$ cat config.mk
export PLATFORM = sky130hd
export DESIGN_NAME = bcd2bin_serial_flat
export DESIGN_NICKNAME = d
export VERILOG_FILES = /design/src/rtl/bcd_pkg.sv /design/src/rtl/bcd2bin_serial_if.sv /design/src/rtl/bcd2bin_digit_adj.sv /design/src/rtl/bcd2bin_serial.sv /design/src/flat_wrapper.sv
export SDC_FILE = /design/constraint.sdc
export NUM_CORES = 1
export LEC_CHECK = 0
export ABC_AREA = 1
export ABC_CLOCK_PERIOD_IN_PS = 1820
export CAP_MARGIN = 20
export CELL_PAD_IN_SITES_DETAIL_PLACEMENT = 1
export CELL_PAD_IN_SITES_GLOBAL_PLACEMENT = 2
export CORE_UTILIZATION = 33
export CTS_CLUSTER_DIAMETER = 100
export DETAILED_ROUTE_END_ITERATION = 16
export MAX_ROUTING_LAYER = met4
export PLACE_DENSITY = 0.91
export SYNTH_ARGS = -nofsm -noshare
export SYNTH_HDL_FRONTEND = slang
export SYNTH_SLANG_ARGS = --single-unit
export TNS_END_PERCENT = 5
$ cat constraint.sdc
create_clock -name clk -period 1.82 [get_ports clk]
set_input_delay 0.364 -clock clk [delete_from_list [all_inputs] [get_ports clk]]
set_output_delay 0.364 -clock clk [all_outputs]
set_load 0.01 [all_outputs]
$ cat src/rtl/bcd_pkg.sv
// Shared constants, FSM state type and width helper for the serial BCD-to-binary converter.
package bcd_pkg;

    localparam int unsigned DIGIT_W    = 4;
    localparam logic [3:0]  ADJ_THRESH = 4'd8;
    localparam logic [3:0]  ADJ_VAL    = 4'd3;

    typedef enum logic [1:0] {
        IDLE,
        SHIFT,
        DONE
    } state_t;

    // Packed data width for a given number of BCD digits.
    function automatic int unsigned data_width(input int unsigned digits);
        return digits * DIGIT_W;
    endfunction

endpackage

$ cat src/rtl/bcd2bin_serial_if.sv
// Valid/ready bundle between a BCD source/result sink and bcd2bin_serial.
// master: the client that supplies BCD and consumes results; slave: the converter.
interface bcd2bin_serial_if
    import bcd_pkg::*;
#(
    parameter int unsigned DIGITS = 2
);
    localparam int unsigned N = data_width(DIGITS);

    logic         in_valid;
    logic         in_ready;
    logic [N-1:0] bcd_in;
    logic         out_valid;
    logic         out_ready;
    logic [N-1:0] bin_out;
    logic         err;

    modport master (
        output in_valid,
        output bcd_in,
        output out_ready,
        input  in_ready,
        input  out_valid,
        input  bin_out,
        input  err
    );

    modport slave (
        input  in_valid,
        input  bcd_in,
        input  out_ready,
        output in_ready,
        output out_valid,
        output bin_out,
        output err
    );

endinterface

$ cat src/rtl/bcd2bin_digit_adj.sv
// One reverse double-dabble digit correction: a digit of 8 or more loses 3.
// Valid BCD never exceeds 12 after the shift, so the subtract cannot wrap.
module bcd2bin_digit_adj
    import bcd_pkg::*;
(
    input  logic [3:0] raw,
    output logic [3:0] adjusted
);

    // Conditional subtract on a single shifted digit.
    always_comb begin
        adjusted = raw;
        if (raw >= ADJ_THRESH) begin
            adjusted = raw - ADJ_VAL;
        end
    end

endmodule

$ cat src/rtl/bcd2bin_serial.sv
// Serial BCD-to-binary converter (reverse double-dabble), one step per BCD bit.
// Optional build macro: BCD2BIN_CHECK_EN enables the invalid-digit error flag;
// with it undefined err is tied low and no comparators exist.
module bcd2bin_serial
    import bcd_pkg::*;
#(
    parameter int unsigned DIGITS = 2
)(
    input  logic              clk,
    input  logic              rst,
    bcd2bin_serial_if.slave   bus
);

    localparam int unsigned     N     = data_width(DIGITS);
    localparam int unsigned     CNT_W = $clog2(N + 1);
    localparam logic [CNT_W-1:0] LAST = CNT_W'(N - 1);

    state_t           state;
    logic [N-1:0]     bcd_sr;
    logic [N-1:0]     bin_sr;
    logic [CNT_W-1:0] cnt;
    logic             out_valid_q;
    logic [N-1:0]     bin_out_q;

    logic             in_ready;
    logic             accept;
    logic [N-1:0]     bcd_shifted;
    logic [N-1:0]     bcd_adjusted;
    logic [N-1:0]     bin_next;

    // The shift moves bcd_sr's LSB into the top of bin_sr; digits are corrected after it.
    assign bcd_shifted = {1'b0, bcd_sr[N-1:1]};
    assign bin_next    = {bcd_sr[0], bin_sr[N-1:1]};

    for (genvar g = 0; g < DIGITS; g++) begin : g_adj
        bcd2bin_digit_adj u_adj (
            .raw      (bcd_shifted[g*DIGIT_W +: DIGIT_W]),
            .adjusted (bcd_adjusted[g*DIGIT_W +: DIGIT_W])
        );
    end

`ifdef BCD2BIN_CHECK_EN
    logic err_q;
    logic bad_digit;

    // Flag any incoming digit above 9.
    always_comb begin
        bad_digit = 1'b0;
        for (int k = 0; k < DIGITS; k++) begin
            if (bus.bcd_in[k*DIGIT_W +: DIGIT_W] > 4'd9) begin
                bad_digit = 1'b1;
            end
        end
    end

    assign bus.err = err_q;
`else
    assign bus.err = 1'b0;
`endif

    // Ready in IDLE, or in DONE when the held result is being taken this cycle.
    always_comb begin
        in_ready = (state == IDLE) || ((state == DONE) && bus.out_ready);
        accept   = bus.in_valid && in_ready;
    end

    assign bus.in_ready  = in_ready;
    assign bus.out_valid = out_valid_q;
    assign bus.bin_out   = bin_out_q;

    // Converter FSM: load on accept, N shift/adjust steps, then hold the result.
    always_ff @(posedge clk or posedge rst) begin
        if (rst) begin
            state       <= IDLE;
            bcd_sr      <= '0;
            bin_sr      <= '0;
            cnt         <= '0;
            out_valid_q <= 1'b0;
            bin_out_q   <= '0;
`ifdef BCD2BIN_CHECK_EN
            err_q       <= 1'b0;
`endif
        end else if (accept) begin
            // Also covers the DONE hand-off where the result leaves as new data arrives.
            state       <= SHIFT;
            bcd_sr      <= bus.bcd_in;
            bin_sr      <= '0;
            cnt         <= '0;
            out_valid_q <= 1'b0;
`ifdef BCD2BIN_CHECK_EN
            err_q       <= bad_digit;
`endif
        end else begin
            unique case (state)
                IDLE: begin
                end
                SHIFT: begin
                    bcd_sr <= bcd_adjusted;
                    bin_sr <= bin_next;
                    cnt    <= cnt + 1'b1;
                    if (cnt == LAST) begin
                        state       <= DONE;
                        out_valid_q <= 1'b1;
`ifdef BCD2BIN_CHECK_EN
                        bin_out_q   <= err_q ? '0 : bin_next;
`else
                        bin_out_q   <= bin_next;
`endif
                    end
                end
                DONE: begin
                    if (bus.out_ready) begin
                        state       <= IDLE;
                        out_valid_q <= 1'b0;
                    end
                end
                default: begin
                    state <= IDLE;
                end
            endcase
        end
    end

endmodule

$ cat src/flat_wrapper.sv
// flat-port wrapper written by rule: the top's interface ports become plain ports
module bcd2bin_serial_flat import bcd_pkg::*;
#(
    parameter int unsigned DIGITS = 2
)
  (clk, rst, bus_in_valid, bus_bcd_in, bus_out_ready, bus_in_ready, bus_out_valid, bus_bin_out, bus_err);
  bcd2bin_serial_if #(.DIGITS(DIGITS)) bus_i ();
  input  logic clk;
  input  logic rst;
  input wire logic [$bits(bus_i.in_valid)-1:0] bus_in_valid;
  input wire logic [$bits(bus_i.bcd_in)-1:0] bus_bcd_in;
  input wire logic [$bits(bus_i.out_ready)-1:0] bus_out_ready;
  output wire logic [$bits(bus_i.in_ready)-1:0] bus_in_ready;
  output wire logic [$bits(bus_i.out_valid)-1:0] bus_out_valid;
  output wire logic [$bits(bus_i.bin_out)-1:0] bus_bin_out;
  output wire logic [$bits(bus_i.err)-1:0] bus_err;
  assign bus_i.in_valid = bus_in_valid;
  assign bus_i.bcd_in = bus_bcd_in;
  assign bus_i.out_ready = bus_out_ready;
  assign bus_in_ready = bus_i.in_ready;
  assign bus_out_valid = bus_i.out_valid;
  assign bus_bin_out = bus_i.bin_out;
  assign bus_err = bus_i.err;
  bcd2bin_serial #(.DIGITS(DIGITS)) u_core (.clk(clk), .rst(rst), .bus(bus_i));
endmodule
; Word-level counts from Yosys, hierarchy flattened
; Cells that the tools add are included.
[totals]
register_bits = 31
in_bits = 12
output_inout_bits = 11
[classes]
addsub = 3
magnitude_cmp = 2
n_eq_ne = 6
n_mux = 16
bitwise = 1
reduce_logical = 9
[op_table]
columns = operator, count
row1 = $mux 8, 4
row2 = $mux 4, 4
row3 = $reduce_and 3->1, 3
row4 = $mux 2, 3
row5 = $pmux 2 s3, 1
row6 = $add 4x1->4 const B, 1
row7 = $eq 4x3->1 const B, 1
row8 = $ge 3x4->1 const B, 1
row9 = $ge 4x4->1 const B, 1
row10 = $sub 3x2->4 const B, 1
row11 = $sub 4x2->4 const B, 1
row12 = $mux 1, 3
row13 = $ne 3x1->1 const B, 1
row14 = $ne 3x2->1 const B, 1
row15 = $reduce_bool 3->1, 1
row16 = $eq 2x1->1 const B, 1
row17 = $eq 2x2->1 const B, 1
row18 = $logic_and 1x1->1, 2
row19 = $logic_not 2->1, 1
row20 = $ne 2x1->1 const B, 1
row21 = $pmux 1 s2, 1
row22 = $reduce_bool 2->1, 1
row23 = $logic_or 1x1->1, 1
row24 = $not 1->1, 1

; Depth between registers and ports, before layout
; Gate-level depths: netlist of run 1.
[logic_depth]
word_depth = 6
depth_mapped = 10
ltp_nobuf = 9

; Modules after synthesis
; From an unflattened synthesis of run 1, not the netlist that was laid out.
[unflattened]
cells_unflattened = 182
hier_area_um2 = 1559.0
[by_module_without_submodules]
columns = module, instances, cells_per_inst, area_per_inst_um2, seq_area_each_um2
row1 = bcd2bin_serial, 1, 150, 1381.3, 750.7
row2 = bcd2bin_digit_adj, 2, 16, 88.8, 0.0

; Worst setup path before layout of run 1
; OpenSTA, ideal clock, no wires.
[synth_timing]
path_kind = reg2reg
from = register u_core.state[0]
to = register u_core.cnt[1]
setup_ns = 0.116
t_arrival_ns = 1.297
t_required_ns = 1.704
slack_ns = 0.407
stages_incl_launch_ff = 11
path_buffers = 1
synth_period_minus_slack_ns = 1.413
cell_sequence = dfrtp_1 -> inv_1 -> ha_1 -> nand2_2 -> nand2_4 -> nand2_8 -> nand2_8 -> inv_4 -> buf_8 -> a21oi_2 -> inv_1
[synth_between]
elab_chain_cells = 5
word_cells_on_any_way = 8
cone_classes = 2 x eq/ne / 1 x mux / 5 x reduce/logical
[synth_lines]
columns = item, line_no
row1 = from (decl), bcd2bin_serial.sv:18  ; state_t state;
row2 = from (signal assigned), bcd2bin_serial.sv:74  ; state <= IDLE;
row3 = from (signal assigned), bcd2bin_serial.sv:85  ; state <= SHIFT;
row4 = from (signal assigned), bcd2bin_serial.sv:102  ; state <= DONE;
row5 = $eq 2x2->1, bcd2bin_serial.sv:63  ; in_ready = (state == IDLE) || ((state == DONE) && bus.out_ready);
row6 = $logic_and 1x1->1, bcd2bin_serial.sv:63
row7 = $logic_or 1x1->1 *, bcd2bin_serial.sv:63
row8 = named net bus_in_ready, flat_wrapper.sv:13  ; output wire logic [$bits(bus_i.in_ready)-1:0] bus_in_ready;
row9 = $logic_and 1x1->1 *, bcd2bin_serial.sv:64  ; accept = bus.in_valid && in_ready;
row10 = $mux 4 or $reduce_bool 2->1 (tied branches), -
row11 = to (signal assigned), bcd2bin_serial.sv:100  ; cnt <= cnt + 1'b1;
row12 = to (decl), bcd2bin_serial.sv:21  ; logic [CNT_W-1:0] cnt;
; Mark *: on every way through the listed nets, which the timed path passes. The rest lies on a longest branch.
; A chain may end at the register's enable or synchronous reset.

; Final worst setup path of run 1
[layout_timing]
from = register u_core.state[0]
to = output bus_in_ready
[layout_between]
elab_chain_cells = 3
word_cells_on_any_way = 4
cone_classes = 1 x eq/ne / 3 x reduce/logical
[layout_lines]
columns = item, line_no
row1 = $eq 2x2->1, bcd2bin_serial.sv:63
row2 = $logic_and 1x1->1, bcd2bin_serial.sv:63
row3 = $logic_or 1x1->1 *, bcd2bin_serial.sv:63
row4 = to (decl), flat_wrapper.sv:13
; Every way passes the cells marked *; elsewhere a longest branch is shown, timed or not.

==> summary.md, run 1 <==
| Metric | Value |
|---|---|
| Clk sinks | `30` |
| Max Cap Viol | `0` |
| First-pass GRT wire length | `between 5000 and 6000 um` |
| Synth-to-Final Area Change | `23.9%` |
| Register area share after synthesis | `0.478` |
| DR pass1 iterations | `2` |
| Combinational power share | `0.432` |
| Layout cells sized above 1 | `0.217` |
| Crit path max fanout | `3` |
| WP data required | `around 1500 ps` |
| GPL Wtd Cong | `0.689` |
| Vias in the first global route | `1,191` |
| Commonest cells after routing, fill and taps aside | `37 x nand2_1, 30 x dfrtp_1, 27 x inv_1` |
| Fin. Hold Viols | `0` |
| Sw Share | `0.403` |
| CTS tree | `done` |
| Startpoint types | `flop` |
| Post-route DRC violation count | `0` |
| Final Routed Wirelength | `around 3000 um` |
| WL/cell | `around 12 um` |
| Chip width | `between 70 and 80 um` |
| Largest net degree at the start of global routing | `31` |
| Ant diodes | `0` |
| Starting density of the core | `0.351` |
| Mapped Avg Cell Area | `9.18 um^2` |
| Port buffer count | `21` |
| P_int | `approximately 1600 uW` |
| Via density | `4.56` |
| Fill cell count | `540` |
| Setup Skew | `9.02 ps` |
| H-tree depth | `2` |
| Post-layout util | `0.435` |
| Initial antenna violation count | `0` |
| Met2 GRT Util | `0.221` |
| Die Ht | `between 70 and 80 um` |
| Clock power frac | `0.205` |
| Hold-fix buffers at CTS | `0` |
| Commonest non-fill, non-tap cell in the layout | `nand2_1` |
| Flop pwr share | `0.363` |
| Placed Cells | `between 200 and 250` |
| CTS max path bufs | `2` |
| Worst-path clk slew | `around 70 ps` |
| Total track usage | `0.147` |
| M1 GR Usage | `0.184` |
| Post-Syn Nets | `190` |
| CTS Buf Count | `5` |
| Min Tclk post-route | `1730 ps` |
| Max VDD drop | `0.000607 V` |
| Via count | `1,162` |
| Sw power | `~1100 uW` |
| FF+latch count, synth | `30` |
| I/O Pins | `23` |
| Synth unique cells | `24` |
| Core area | `~4500 um^2` |
| Total power | `between 2000 and 3000 uW` |
| Final ANT Viol Nets | `0` |
| Pwr dens | `1410 nW/um^2` |
| Critical path class | `flop to primary output` |
| Die area | `slightly above 5000 um^2` |
| Cells after synthesis | `about 170` |
| Post-Synthesis Cell Area | `between 1500 and 2000 um^2` |
| Peak Freq | `around 0.58 GHz` |
| Global route total overflow | `0` |
| Standard-cell rows | `24` |
| RSZ-0062 raised after global routing | `no` |
| Setup violators final | `0` |
| LEAKAGE | `0.000956 uW` |
| Most used routing layer | `met2` |
| CP Capture Type | `primary output` |
| Fin. max-slew vios | `0` |
| CTS root buf | `clkbuf_8` |
| Final cell count without fillers | `about 260` |
| Crit path DAT | `between 1000 and 1500 ps` |
| DR iter-0 viols | `48` |
| Fin nets | `approximately 220` |
| Final period util | `0.948` |
| Post-DP HPWL | `approximately 2100 um` |
| Worst Hold Class | `primary input to async pin` |
| Final setup margin | `94.1 ps` |
| Synth warn | `0` |
| Later-pin clock latency in the skew report | `between 200 and 300 ps` |
| Status | `finished clean` |
| Met3 Resource Use GR | `0.0484` |
| Pre-CTS setup slack | `-61.4 ps` |
[routing by layer]
| layer | up-vias | part of all wire | routed length [um] |
|---|---|---|---|
| met5 | - | 0 | 0 |
| met4 | 0 | 0.018 | 53 |
| met3 | 4 | 0.039 | 116 |
| met2 | 18 | 0.46 | 1380 |
| met1 | 554 | 0.48 | 1420 |
| li1 | 586 | - | - |
[synthesized netlist by cell type]
cell type	n	share of area
inv_1	29	0.069
nand4_1	1	0.0040
nand3_1	5	0.016
a21oi_2	8	0.045
buf_4	1	0.0048
a21oi_1	2	0.0064
o211ai_1	3	0.014
nand2_2	1	0.0040
ha_1	7	0.056
buf_6	2	0.014
o21ai_0	2	0.0064
xnor2_1	2	0.011
inv_4	1	0.0040
dfrtp_1	30	0.48
xor2_1	2	0.011
o21ai_2	8	0.045
o22ai_1	3	0.012
buf_8	1	0.0096
nand2_4	2	0.014
nand2_8	2	0.026
conb_1	1	0.0024
nor2_2	5	0.020
nor2_1	16	0.038
nand2_1	37	0.089
[registers in the layout, summed over array words and instances, names as in the netlist]
signal                cells
u_core.bcd_sr             8
u_core.bus.out_valid      1
u_core.bin_sr             7
u_core.state              2
u_core.bus.bin_out        8
u_core.cnt                4
[through the flow]
stage	TNS [ps]	hold slack [ps]	instance area (um^2)
3_3_place_gp	-50.0	459	1840
5_1_grt	0	507	1940
3_5_place_dp	-61.4	468	1840
6_report	0	458	1940
2_1_floorplan	0	442	1570
4_1_cts	0	462	1940
[final cells by class]
class	instances	area [um^2]	share of cell area
timing repair buffer	28	262	0.134
inverter	30	115	0.0592
multi-input combinational	107	661	0.340
tap	52	65.1	0.0335
clock buffer	7	86.3	0.0444
clock inverter	1	5.00	0.00257
sequential	30	751	0.386
[path summary, 6_finish.rpt]
| kind | from | end | slack, ps | cells after the start |
|---|---|---|---|---|
| max | u_core.state[0] | bus_in_ready | 90 | 5 |
| min | rst | u_core.state[1] | 460 | 3 |
| max reg2reg | u_core.state[1] | u_core.bcd_sr[3] | 200 | 10 |
| min reg2reg | u_core.bcd_sr[7] | u_core.bcd_sr[7] | 470 | 2 |
| max in group asynchronous | rst | u_core.bcd_sr[4] | 1080 | 3 |
| min in group clk | u_core.bcd_sr[7] | u_core.bcd_sr[7] | 470 | 2 |
[power groups by stage]
stage / clock, uW / sequential (uW) / combinational (uW)
after floorplan: 0 / 980 / 907
after global placement: 0 / 1000 / 1150
after detailed placement: 0 / 1010 / 1190
after CTS: 593 / 992 / 1210
after global routing: 615 / 1020 / 1360
final: 561 / 994 / 1180
[cell families (layout without fill, tap and decap cells)]
logic type	Yosys count	in the layout	share of synthesized area
buffers and inverters	34	66	0.102
DFF	30	30	0.478
other	1	1	0.00239
and+or+nand+nor	69	69	0.211
AOI/OAI and AO/OA	26	26	0.128
xor gates and xnor gates	4	4	0.0223
adders and majority gates	7	7	0.0558
[critical path, stage by stage (launching register included)]
cell and delay (ps):
dfrtp_1 390, inv_1 90, ha_2 200, nand2_2 80, nand2_4 60, dlygate4sd2_1 250
[timing repair]
item	CTS	global route
resized for setup	2	2
endpoints found under the setup margin	1	2
setup buffers	1	0
Note: power is estimated with default switching activity, not from simulation.
==> run 2, diff against run 1 <==
CAP_MARGIN = not set   (was 20)
==> results of run 2 <==
No change in the layout: final DEF, timing and power equal those of run 1.
==> run 3, diff against run 2 <==
GPL_TIMING_DRIVEN = 0   (was not set)
==> run 3 against run 2 <==
Effect of this change:
- worst hold slack gained 23 ps
- core utilization grew 0.48 points
- cell count shrank 0.78%
- first-iteration DRC count shrank 23%
- sequential cell count is the same
- routed wire length grew 3.0%
- critical path depth is the same
- fmax shrank 0.58%
- global-route usage grew 0.11 points
- sequential share of layout area shrank 0.42 points
- largest cell class unchanged
- highest routed layer unchanged
==> summary.md, run 3 (synthesis results as in run 1) <==
| Metric | Value |
|---|---|
| Final setup margin | `84.0 ps (was 94.1 ps)` |
| Max VDD drop | `0.000434 V (was 0.000607 V)` |
| Slew @ Worst Pin | `roughly 1200 ps` |
| Commonest non-fill, non-tap cell in the layout | `nand2_1 (unchanged)` |
| Final period util | `0.954 (was 0.948)` |
| Hold WS | `480 ps (was 458 ps)` |
| Fin nets | `219 (was 221)` |
| Total track usage | `0.148 (was 0.147)` |
| Setup Skew | `7.99 ps (was 9.02 ps)` |
| Synth-to-Final Area Change | `25.3% (was 23.9%)` |
| Later-pin clock latency in the skew report | `290 ps (about the same)` |
| Critical path class | `flop to primary output (unchanged)` |
| WL/cell | `12.1 um (was 11.7 um)` |
| Fin. max-slew vios | `0 (unchanged)` |
| Via count | `1,149 (was 1,162)` |
| CTS Buf Count | `5 (unchanged)` |
| WP data required | `1460 ps (about the same)` |
| End of the critical path | `bus_in_ready (unchanged)` |
| Max Cap Viol | `0 (unchanged)` |
| Crit path from | `u_core.state[0] (unchanged)` |
| I/O Pins | `23 (unchanged)` |
| CTS root buf | `clkbuf_8 (unchanged)` |
| Cells on worst reg2reg path | `7 (was 10)` |
| Final ANT Viol Nets | `0 (unchanged)` |
| Port buffer count | `21 (unchanged)` |
| Worst Hold Class | `flop to flop (was primary input to async pin)` |
| Largest net degree at the start of global routing | `31 (unchanged)` |
| Hold-fix buffers at CTS | `0 (unchanged)` |
| Die Ht | `71.0 um (unchanged)` |
| Fill cell count | `523 (was 540)` |
| CP Capture Type | `primary output (unchanged)` |
| Core area | `4470 um^2 (unchanged)` |
| Post-route DRC violation count | `0 (unchanged)` |
| DR pass1 iterations | `4 (was 2)` |
| Status | `finished clean (unchanged)` |
| Worst R2R End | `u_core.bus.out_valid (was u_core.bcd_sr[3])` |
| Standard-cell rows | `24 (unchanged)` |
| Peak Freq | `0.576 GHz (was 0.579 GHz)` |
| CTS tree | `done (unchanged)` |
| Die area | `5030 um^2 (unchanged)` |
| H-tree depth | `2 (unchanged)` |
| Pwr dens | `1460 nW/um^2 (was 1410 nW/um^2)` |
| Hold_sp | `u_core.bcd_sr[7]` |
| Via density | `4.54 (was 4.56)` |
| Layout cells sized above 1 | `0.219 (was 0.217)` |
| DR iter-0 viols | `37 (was 48)` |
| Global route total overflow | `0 (unchanged)` |
| RSZ-0062 raised after global routing | `no (unchanged)` |
| Final Routed Wirelength | `3060 um (was 2980 um)` |
| Vias in the first global route | `1,178 (was 1,191)` |
| Pre-CTS setup slack | `-111 ps (was -61.4 ps)` |
| Starting density of the core | `0.351 (unchanged)` |
| CTS max path bufs | `2 (unchanged)` |
| Worst-path clk slew | `70 ps (about the same)` |
| Fin. Hold Viols | `0 (unchanged)` |
| Min Tclk post-route | `1740 ps (was 1730 ps)` |
| First-pass GRT wire length | `5440 um (was 5420 um)` |
| Chip width | `71.0 um (unchanged)` |
| Ant diodes | `0 (unchanged)` |
| Crit path max fanout | `3 (unchanged)` |
| Commonest cells after routing, fill and taps aside | `37 x nand2_1, 30 x dfrtp_1, 27 x inv_1 (unchanged)` |
| LEAKAGE | `0.000961 uW (was 0.000956 uW)` |
| FF-to-FF setup slack | `300 ps (was 200 ps)` |
| GPL Wtd Cong | `0.702 (was 0.689)` |
| Worst R2R Start | `u_core.state[0] (was u_core.state[1])` |
| Post-DP HPWL | `2190 um (was 2140 um)` |
| Setup violators final | `0 (unchanged)` |
| Initial antenna violation count | `0 (unchanged)` |
| Clk sinks | `30 (unchanged)` |
| Crit path DAT | `1370 ps (was 1360 ps)` |
| Startpoint types | `flop (unchanged)` |
| Slew headroom | `0.217` |
[run 3: cell types whose count changed in the layout (fill, tap and decap cells not counted)]
| cell | change |
|---|---|
| clkbuf_8 | -1 |
| clkinv_2 | +1 |
| clkdlybuf4s15_1 | +1 |
| buf_6 | +2 |
| ha_2 | +1 |
| clkbuf_1 | -1 |
| buf_4 | -5 |
| dlygate4sd2_1 | -1 |
| bufinv_16 | +1 |
| buf_8 | +1 |
| ha_1 | -1 |
[run 3: area by class of cell]
class	instances	area [um^2]	share of cell area
sequential	30	751	0.382
multi-input combinational	107	663	0.337
timing repair buffer	22	218	0.111
inverter	30	115	0.0586
clock buffer	5	68.8	0.0350
tap	52	65.1	0.0331
buffer	4	45.0	0.0229
clock inverter	3	40.0	0.0204
[run 3: worst min-delay path by stage]
stage | end | slack [ps] | depth (start not counted)
floorplan | u_core.bcd_sr[7] | 440 | 2
global route | u_core.bus.bin_out[5] | 510 | 2
detailed placement | u_core.bcd_sr[7] | 470 | 2
global placement | u_core.bcd_sr[7] | 460 | 2
finish | u_core.bcd_sr[7] | 480 | 2
CTS | u_core.bcd_sr[7] | 480 | 2
[run 3: repair_timing]
item | 4_1_cts | 5_1_grt
setup endpoints to repair | 1 | 1
cloned | 0 | 0
endpoints found under the hold margin | 0 | 0
setup buffers | 1 | 0
resized for setup | 3 | 3
[run 3: critical path, cell delays in order, from the launching register on]
cell             delay (ps)
dfrtp_1                 380
inv_1                    90
ha_2                    210
nand2_2                  90
nand2_4                  90
clkdlybuf4s15_1         230
[run 3: stage by stage]
stage | instances | power (uW) | cell area [um^2] | setup TNS [ps] | util
6_report | 253 | 2870 | 1970 | 0 | 0.439
5_1_grt | 253 | 3110 | 1970 | 0 | 0.439
4_1_cts | 253 | 2900 | 1960 | 0 | 0.438
3_5_place_dp | 244 | 2210 | 1840 | -115 | 0.412
3_3_place_gp | 244 | 2170 | 1840 | -109 | 0.412
2_1_floorplan | 171 | 1890 | 1570 | 0 | -
[run 3: layer usage]
layer / global-route usage / share of wire / vias up
met5: - / 0 / -
met4: 0.0733 / 0.022 / 0
met3: 0.0342 / 0.034 / 8
met2: 0.224 / 0.45 / 18
met1: 0.186 / 0.49 / 542
li1: - / - / 581
[run 3: report_power, final]
group	leakage (uW)	switching (uW)	internal (uW)
Clock	0.0000579	269	402
Sequential	0.000397	139	850
Combinational	0.000506	718	490
